<file path="config.mk">
export PLATFORM = sky130hd
export DESIGN_NAME = i2c_slave_target
export DESIGN_NICKNAME = d
export VERILOG_FILES = /design/src/rtl/i2c_pkg.sv /design/src/rtl/i2c_bus_sync.sv /design/src/rtl/i2c_slave_target.sv
export SDC_FILE = /design/constraint.sdc
export NUM_CORES = 1
export LEC_CHECK = 0
export ABC_CLOCK_PERIOD_IN_PS = 6800
export BUFFER_PORTS_ARGS = -buffer_cell sky130_fd_sc_hd__buf_4
export CAP_MARGIN = 10
export CORE_ASPECT_RATIO = 0.8
export CORE_MARGIN = 3
export CORE_UTILIZATION = 60
export CTS_CLUSTER_DIAMETER = 50
export DETAILED_ROUTE_END_ITERATION = 10
export PLACE_DENSITY = 0.83
export SYNTH_ARGS = -nofsm -noshare
export SYNTH_HDL_FRONTEND = slang
export SYNTH_SLANG_ARGS = --single-unit
</file>
<file path="constraint.sdc">
create_clock -name clk -period 6.8 [get_ports clk]
set_clock_uncertainty 0.2 [all_clocks]
set_input_delay 1.36 -clock clk [delete_from_list [all_inputs] [get_ports clk]]
set_output_delay 1.36 -clock clk [all_outputs]
set_load 0.005 [all_outputs]
</file>
<file path="src/rtl/i2c_pkg.sv">
// Shared definitions for the I2C target: FSM state encoding, ACK/NACK bus
// levels and the byte width.
package i2c_pkg;

    localparam int unsigned BYTE_W = 8;

    localparam logic I2C_ACK  = 1'b0;
    localparam logic I2C_NACK = 1'b1;

    typedef enum logic [2:0] {
        IDLE,
        ADDR,
        ADDR_ACK,
        RX_BYTE,
        RX_ACK,
        TX_BYTE,
        TX_ACK,
        WAIT_STOP
    } state_t;

endpackage

</file>
<file path="src/rtl/i2c_bus_sync.sv">
// Synchronizes raw scl/sda onto clk and derives bus events.
// Ports:
//   clk, rst          system clock, async active-high reset
//   scl_in, sda_in    raw bus pins
//   scl_s, sda_s      synchronized levels
//   scl_rise/scl_fall single-cycle edge strobes on scl_s
//   start/stop        single-cycle START / STOP condition strobes
// SYNC_STAGES must be at least 2.
module i2c_bus_sync #(
    parameter int unsigned SYNC_STAGES = 2
) (
    input  logic clk,
    input  logic rst,
    input  logic scl_in,
    input  logic sda_in,
    output logic scl_s,
    output logic sda_s,
    output logic scl_rise,
    output logic scl_fall,
    output logic start,
    output logic stop
);

    logic [SYNC_STAGES-1:0] scl_sr;
    logic [SYNC_STAGES-1:0] sda_sr;
    logic                   scl_d;
    logic                   sda_d;

    // Preset to 1 so a released (idle) bus produces no events out of reset.
    always_ff @(posedge clk or posedge rst) begin
        if (rst) begin
            scl_sr <= '1;
            sda_sr <= '1;
            scl_d  <= 1'b1;
            sda_d  <= 1'b1;
        end else begin
            scl_sr <= {scl_sr[SYNC_STAGES-2:0], scl_in};
            sda_sr <= {sda_sr[SYNC_STAGES-2:0], sda_in};
            scl_d  <= scl_sr[SYNC_STAGES-1];
            sda_d  <= sda_sr[SYNC_STAGES-1];
        end
    end

    assign scl_s    = scl_sr[SYNC_STAGES-1];
    assign sda_s    = sda_sr[SYNC_STAGES-1];
    assign scl_rise = scl_s & ~scl_d;
    assign scl_fall = ~scl_s & scl_d;
    assign start    = scl_s & sda_d & ~sda_s;
    assign stop     = scl_s & ~sda_d & sda_s;

endmodule

</file>
<file path="src/rtl/i2c_slave_target.sv">
// I2C target with a one-entry receive holding register and a user-supplied
// transmit byte.
// Ports:
//   clk, rst        system clock (>= 8x scl), async active-high reset
//   scl_in, sda_in  raw bus pins
//   sda_oe          1 = pull sda low
//   rx_data/rx_valid/rx_ready  received-byte handshake
//   tx_data/tx_req  tx_data is sampled in the cycle tx_req is high
//   busy            between START and STOP
//   overrun         sticky: a write byte was NACKed because rx_valid was set
module i2c_slave_target #(
    parameter logic [6:0]  SLAVE_ADDR  = 7'h20,
    parameter int unsigned SYNC_STAGES = 2
) (
    input  logic       clk,
    input  logic       rst,
    input  logic       scl_in,
    input  logic       sda_in,
    output logic       sda_oe,
    output logic [7:0] rx_data,
    output logic       rx_valid,
    input  logic       rx_ready,
    input  logic [7:0] tx_data,
    output logic       tx_req,
    output logic       busy,
    output logic       overrun
);

    import i2c_pkg::*;

    logic scl_s, sda_s, scl_rise, scl_fall, start, stop;

    i2c_bus_sync #(.SYNC_STAGES(SYNC_STAGES)) u_sync (
        .clk      (clk),
        .rst      (rst),
        .scl_in   (scl_in),
        .sda_in   (sda_in),
        .scl_s    (scl_s),
        .sda_s    (sda_s),
        .scl_rise (scl_rise),
        .scl_fall (scl_fall),
        .start    (start),
        .stop     (stop)
    );

    state_t            state, state_n;
    logic [BYTE_W-1:0] shift, shift_n;
    logic [2:0]        cnt, cnt_n;
    logic              done, done_n;      // 8th scl_rise of the byte seen
    logic              rw, rw_n;
    logic              mack, mack_n;      // master's ACK bit after a read byte
    logic              sda_oe_n;
    logic [7:0]        rx_data_n;
    logic              rx_valid_n;
    logic              overrun_n;

    always_ff @(posedge clk or posedge rst) begin
        if (rst) begin
            state    <= IDLE;
            shift    <= '0;
            cnt      <= '0;
            done     <= 1'b0;
            rw       <= 1'b0;
            mack     <= 1'b0;
            sda_oe   <= 1'b0;
            rx_data  <= '0;
            rx_valid <= 1'b0;
            overrun  <= 1'b0;
        end else begin
            state    <= state_n;
            shift    <= shift_n;
            cnt      <= cnt_n;
            done     <= done_n;
            rw       <= rw_n;
            mack     <= mack_n;
            sda_oe   <= sda_oe_n;
            rx_data  <= rx_data_n;
            rx_valid <= rx_valid_n;
            overrun  <= overrun_n;
        end
    end

    assign busy = (state != IDLE);

    always_comb begin
        state_n    = state;
        shift_n    = shift;
        cnt_n      = cnt;
        done_n     = done;
        rw_n       = rw;
        mack_n     = mack;
        sda_oe_n   = sda_oe;
        rx_data_n  = rx_data;
        rx_valid_n = rx_valid & ~rx_ready;
        overrun_n  = overrun;
        tx_req     = 1'b0;

        if (stop) begin
            state_n  = IDLE;
            sda_oe_n = 1'b0;
        end else if (start) begin
            state_n  = ADDR;
            cnt_n    = '0;
            done_n   = 1'b0;
            sda_oe_n = 1'b0;
        end else begin
            case (state)
                ADDR: begin
                    if (scl_rise) begin
                        shift_n = {shift[BYTE_W-2:0], sda_s};
                        cnt_n   = cnt + 3'd1;
                        if (cnt == 3'd7) begin
                            // shift[6:0] already holds the 7 address bits;
                            // the bit arriving now is R/W.
                            rw_n = sda_s;
                            if (shift[BYTE_W-2:0] == SLAVE_ADDR)
                                done_n = 1'b1;
                            else
                                state_n = WAIT_STOP;
                        end
                    end else if (scl_fall && done) begin
                        done_n   = 1'b0;
                        sda_oe_n = 1'b1;
                        state_n  = ADDR_ACK;
                    end
                end
                ADDR_ACK: begin
                    if (scl_fall) begin
                        cnt_n = '0;
                        if (rw) begin
                            tx_req   = 1'b1;
                            shift_n  = tx_data;
                            sda_oe_n = ~tx_data[BYTE_W-1];
                            state_n  = TX_BYTE;
                        end else begin
                            sda_oe_n = 1'b0;
                            state_n  = RX_BYTE;
                        end
                    end
                end
                RX_BYTE: begin
                    if (scl_rise) begin
                        shift_n = {shift[BYTE_W-2:0], sda_s};
                        cnt_n   = cnt + 3'd1;
                        if (cnt == 3'd7)
                            done_n = 1'b1;
                    end else if (scl_fall && done) begin
                        done_n  = 1'b0;
                        state_n = RX_ACK;
                        if (!rx_valid || rx_ready) begin
                            rx_data_n  = shift;
                            rx_valid_n = 1'b1;
                            sda_oe_n   = 1'b1;
                        end else begin
                            sda_oe_n  = 1'b0;
                            overrun_n = 1'b1;
                        end
                    end
                end
                RX_ACK: begin
                    if (scl_fall) begin
                        sda_oe_n = 1'b0;
                        cnt_n    = '0;
                        state_n  = RX_BYTE;
                    end
                end
                TX_BYTE: begin
                    if (scl_rise) begin
                        cnt_n = cnt + 3'd1;
                        if (cnt == 3'd7)
                            done_n = 1'b1;
                    end else if (scl_fall) begin
                        if (done) begin
                            done_n   = 1'b0;
                            sda_oe_n = 1'b0;
                            state_n  = TX_ACK;
                        end else begin
                            shift_n  = {shift[BYTE_W-2:0], 1'b0};
                            sda_oe_n = ~shift[BYTE_W-2];
                        end
                    end
                end
                TX_ACK: begin
                    if (scl_rise) begin
                        mack_n = sda_s;
                    end else if (scl_fall) begin
                        if (mack == I2C_ACK) begin
                            tx_req   = 1'b1;
                            shift_n  = tx_data;
                            sda_oe_n = ~tx_data[BYTE_W-1];
                            cnt_n    = '0;
                            state_n  = TX_BYTE;
                        end else begin
                            sda_oe_n = 1'b0;
                            state_n  = WAIT_STOP;
                        end
                    end
                end
                IDLE, WAIT_STOP: ;
                default: state_n = IDLE;
            endcase
        end
    end

endmodule

</file>
## Yosys cells after proc, flatten, opt, wreduce, memory -nomap -nowiden

Cells that the tools add are included.
Widths: inputs -> output; s select.

| word-level totals | value |
|---|---|
| input bits | 13 |
| output and inout port bits | 13 |
| bits in registers | 34 |
| word-level logic and storage cells | 167 |

| operators by class | value |
|---|---|
| bitwise gates (word level) | 18 |
| reductions and logical operators | 20 |
| mux-type cells | 75 |
| $add $sub $neg | 1 |
| eq/ne operators | 39 |

Operators with widths:

| kind | count |
|---|---|
| $mux 8 | 9 |
| $mux 3 | 22 |
| $ne 4x4->1 const B | 14 |
| $mux 1 | 37 |
| $pmux 8 s4 | 1 |
| $pmux 3 s6 | 1 |
| $ne 2x2->1 const B | 8 |
| $ne 5x5->1 const B | 3 |
| $reduce_and 13->1 | 1 |
| $eq 3x3->1 const B | 4 |
| $reduce_and 12->1 | 1 |
| $reduce_and 6->1 | 2 |
| $reduce_bool 4->1 | 3 |
| $not 1->1 | 11 |
| $reduce_and 11->1 | 1 |
| $reduce_and 5->1 | 2 |
| $ne 3x3->1 const B | 3 |
| $pmux 3 s3 | 1 |
| $reduce_bool 8->1 | 1 |
| $and 1x1->1 | 7 |
| $eq 7x6->1 const B | 1 |
| $reduce_and 7->1 | 1 |
| $eq 3x2->1 const B | 2 |
| $ne 3x1->1 const B | 2 |
| 14 further kinds | 15 |

## Logic depth before layout (Yosys ltp)

| depth | value |
|---|---|
| depth in word-level cells | 8 |
| depth in mapped cells | 8 |
| gate-level depth less buffers | 7 |

## Hierarchy

Synthesis repeated with hierarchy kept, for this count alone.

| unflattened totals | value |
|---|---|
| cell total of the unflattened synthesis | 185 |
| area total of the unflattened synthesis | 1978.1 um^2 |

Modules (own cells, without submodules):

| module | seq. area each (um^2) | area each (um^2) | cells each | instances |
|---|---|---|---|---|
| i2c_slave_target | 700.7 | 1784.2 | 174 | 1 |
| i2c_bus_sync | 157.7 | 193.9 | 11 | 1 |

## Worst setup path before layout

Ideal clock, no wire load.

| timing | value |
|---|---|
| path type | reg2out |
| start | register state[2] |
| end | output port tx_req |
| cell stages (with the launch flop) | 6 |
| data required time | 5.240 ns |
| data arrival time | 1.401 ns |
| path slack | 3.839 ns |
| path through | dfrtp_1 > buf_1 > clkbuf_1 > nand2_1 > o21ai_0 > and4bb_2 |

| on the way | value |
|---|---|
| longest elaborated chain between the ends | 4 |

RTL lines:

| item | RTL line | source |
|---|---|---|
| from (decl) | i2c_slave_target.sv:46 | `state_t state, state_n;` |
| from (signal assigned) | i2c_slave_target.sv:70 | `state <= state_n;` |
| $eq 3x3->1 or $eq 3x2->1 (tied branches) | i2c_slave_target.sv:107 | `case (state)` |
| $pmux 1 s2 * | i2c_slave_target.sv:107 |  |
| $mux 1 * | i2c_slave_target.sv:101 | `end else if (start) begin` |
| $mux 1 * | i2c_slave_target.sv:98 | `if (stop) begin` |
| to (decl) | i2c_slave_target.sv:24 | `output logic tx_req,` |

Mark *: on every way between the ends. The rest lies on a longest branch, timed or not.

## Worst setup path after layout

Ends and elaborated chain as after synthesis.

==> flow_summary.json <==
{
  "die_x_um": 69.20,
  "die_area_mm2": 0.003913,
  "n_antenna_cell": 0,
  "post_cts.repair.setup_buffers": 0,
  "place.detailed.hpwl_um": 3075,
  "ant_nets": 0,
  "grt_usage_pct": 23.48,
  "finalCritPeriodShare_pct": 52.54,
  "drc": 0,
  "synth_seq_area_share_pct": 44.78,
  "hold_viol": 0,
  "crit_arrival_ps": 2010,
  "post_cts_resized": 0,
  "vias": 1505,
  "drv_slew": 0,
  "port_buffers": 25,
  "netlist_area_mm2": 0.001917,
  "grt_pass1_wl_um": 7176,
  "leakage_nw": 0.9972,
  "wl_per_cell_um": 18.14,
  "ctsHoldBuffers": 0,
  "ios": 26,
  "die_y_um": 56.56,
  "gp_congestion": 0.8686,
  "root_buffer": "clkbuf_8",
  "synth_ff_type": "dfrtp_1",
  "nNetsFinal": 216,
  "synth_cells": 177,
  "clock-sinks": 34,
  "critPathLaunchType": "flip-flop",
  "cp_max_fo": 22,
  "synth_cell_type_count": 47,
  "synth_edf_count": 0,
  "ir_worst_vdd_mv": 0.2680,
  "required_ps": 5240,
  "core_area_mm2": 0.002893,
  "cap_violations": 0,
  "fin_cells": 238,
  "crit_type": "reg2out",
  "outcome": "complete, no violations",
  "drt_iter0_markers": 156,
  "initial_core_util_pct": 66.26,
  "holdPathStages": 0,
  "hold_path_class": "reg2reg",
  "grt_max_degree": 35,
  "drt-vias-per-instance": 6.324,
  "area_growth_syn_to_layout_pct": 13.90,
  "rsz0062_at_grt": "no",
  "placedCellCount": 230,
  "final.setup.tns_ps": 0,
  "cts_tree": "done",
  "grt_pass1_vias": 1486,
  "ys_seq_elements": 34,
  "power.density_mw_per_mm2": 373.5,
  "total_power_uw": 815.5,
  "ys_async_sr_fraction_pct": 100.0,
  "r2r_cells": 6,
  "drtPass1Iterations": 5,
  "period_needed_ps": 3573,
  "endpoint_kind": "output port",
  "syn_nets": 194,
  "cts_inserted_buffers": 5,
  "n_fill_cell": 218,
  "setup_viol_count_final": 0,
  "clock_latency_ps": 290,
  "yosysWarningCount": 0,
  "syn_area_per_cell_um2": 10.83,
  "antenna_found_initial": 0,
  "grt_overflow_total": 0,
  "cts.path.max_buffers": 2,
  "row_count": 17,
  "max_slew_margin_pct": 51.97,
  "tightestPinTransition_ps": 720.4,
  "cts.clk_slew.worst_paths_ps": 70,
  "drive_gt1_share_pct": 38.50,
  "h-tree-depth": 2,
  "totalWireLength_um": 4318,
  "max_freq_ghz": 0.2799
}
==> metrics by stage <==
stage / hold slack (ps) / util [%] / setup WS (ps) / area, um2
after floorplan: 145.2 / - / 3839 / 1917
after global placement: 146.3 / 72.19 / 3711 / 2088
after detailed placement: 148.8 / 72.19 / 3581 / 2088
after CTS: 158.8 / 75.48 / 3263 / 2183
after global routing: 160.0 / 75.48 / 3074 / 2183
final: 158.2 / 75.48 / 3227 / 2183
==> cell usage in the layout, fill, tap and decap left out, drive strengths merged, types with 2 or more instances in the layout <==
| cell type | instances |
|---|---|
| nor4b | 2 |
| a21oi | 10 |
| mux2 | 27 |
| buf | 26 |
| a221oi | 2 |
| a211o | 2 |
| nor2 | 6 |
| a31oi | 2 |
| nand2 | 14 |
| o21ai | 16 |
| or2 | 2 |
| a22o | 3 |
| nand3 | 2 |
| nor3 | 2 |
| o211ai | 2 |
| or2b | 2 |
| nand2b | 4 |
| ha | 4 |
| inv | 8 |
| clkbuf | 6 |
| dfstp | 6 |
| o21bai | 2 |
| dfrtp | 28 |
==> power breakdown <==
group	internal, mW	switching, mW	leakage [nW]
clock network	0.0814	0.0763	0.0472
logic	0.166	0.135	0.519
registers	0.263	0.0938	0.431
==> logic make-up (layout without fill, tap and decap cells) <==
group | after synthesis | count (layout) | share of synthesized area (%)
compound gates | 49 | 49 | 17.63
xor+xnor | 1 | 1 | 0.4570
fa+ha+maj | 4 | 4 | 2.611
buf+inv | 19 | 42 | 5.287
flops | 34 | 34 | 44.78
mux | 28 | 28 | 16.38
simple gates | 42 | 42 | 12.86
==> layer usage <==
metal,vias up,part of all wire (%),track usage (%)
met5,-,0,0
met4,0,1.0,6.685
met3,6,6.7,7.156
met2,66,49,38.32
met1,740,44,30.25
li1,693,-,-
==> flip-flops by register name, summed over array words and instances, names as in the netlist <==
signal,flops
state,3
u_sync.scl_sr,2
overrun,1
mack,1
done,1
rx_valid,1
rx_data,8
u_sync.sda_d,1
shift,8
u_sync.scl_d,1
rw,1
u_sync.sda_sr,2
sda_oe,1
cnt,3
==> cells in the mapped netlist (all sizes together) (2+ instances only) <==
master | instances | area share (%)
dfrtp | 28 | 37
mux2 | 27 | 16
o21ai | 16 | 4.2
nand2 | 14 | 2.7
a21oi | 10 | 2.6
inv | 8 | 1.6
clkbuf | 6 | 1.2
dfstp | 6 | 8.2
nor2 | 6 | 1.2
buf | 5 | 2.5
ha | 4 | 2.6
nand2b | 4 | 1.7
a22o | 3 | 1.4
a211o | 2 | 0.98
a221oi | 2 | 0.91
a31oi | 2 | 0.65
nand3 | 2 | 0.52
nor3 | 2 | 0.52
nor4b | 2 | 0.91
o211ai | 2 | 0.78
o21bai | 2 | 0.78
or2 | 2 | 0.65
or2b | 2 | 0.85
==> area by class of cell <==
cell class	instances	area, um2	area share, %
timing repair buffer	26	195.2	8.940
multi-input combinational	124	957.2	43.84
tap	38	47.55	2.178
sequential	34	858.3	39.31
clock inverter	2	12.51	0.5731
inverter	8	30.03	1.375
clock buffer	6	82.58	3.782
==> worst max-delay path, stage by stage (launching register included) <==
cell	delay (ps)
dfrtp_1	780
inv_1	260
nand2_1	170
o21ai_0	120
and4bb_2	260
buf_4	130
==> final timing paths <==
kind / start / to / slack [ps]
max reg2reg: u_sync.scl_sr[1]$_DFF_PP1_ / state[0]$_DFFE_PP0P_ / 3820
max: state[2]$_DFFE_PP0P_ / tx_req / 3230
min in group asynchronous: rst / state[0]$_DFFE_PP0P_ / 960
min reg2reg: u_sync.sda_sr[0]$_DFF_PP1_ / u_sync.sda_sr[1]$_DFF_PP1_ / 160
max in group asynchronous: rst / u_sync.sda_d$_DFF_PP1_ / 5110
min: u_sync.sda_sr[0]$_DFF_PP1_ / u_sync.sda_sr[1]$_DFF_PP1_ / 160
Note: power is estimated with default switching activity, not from simulation.
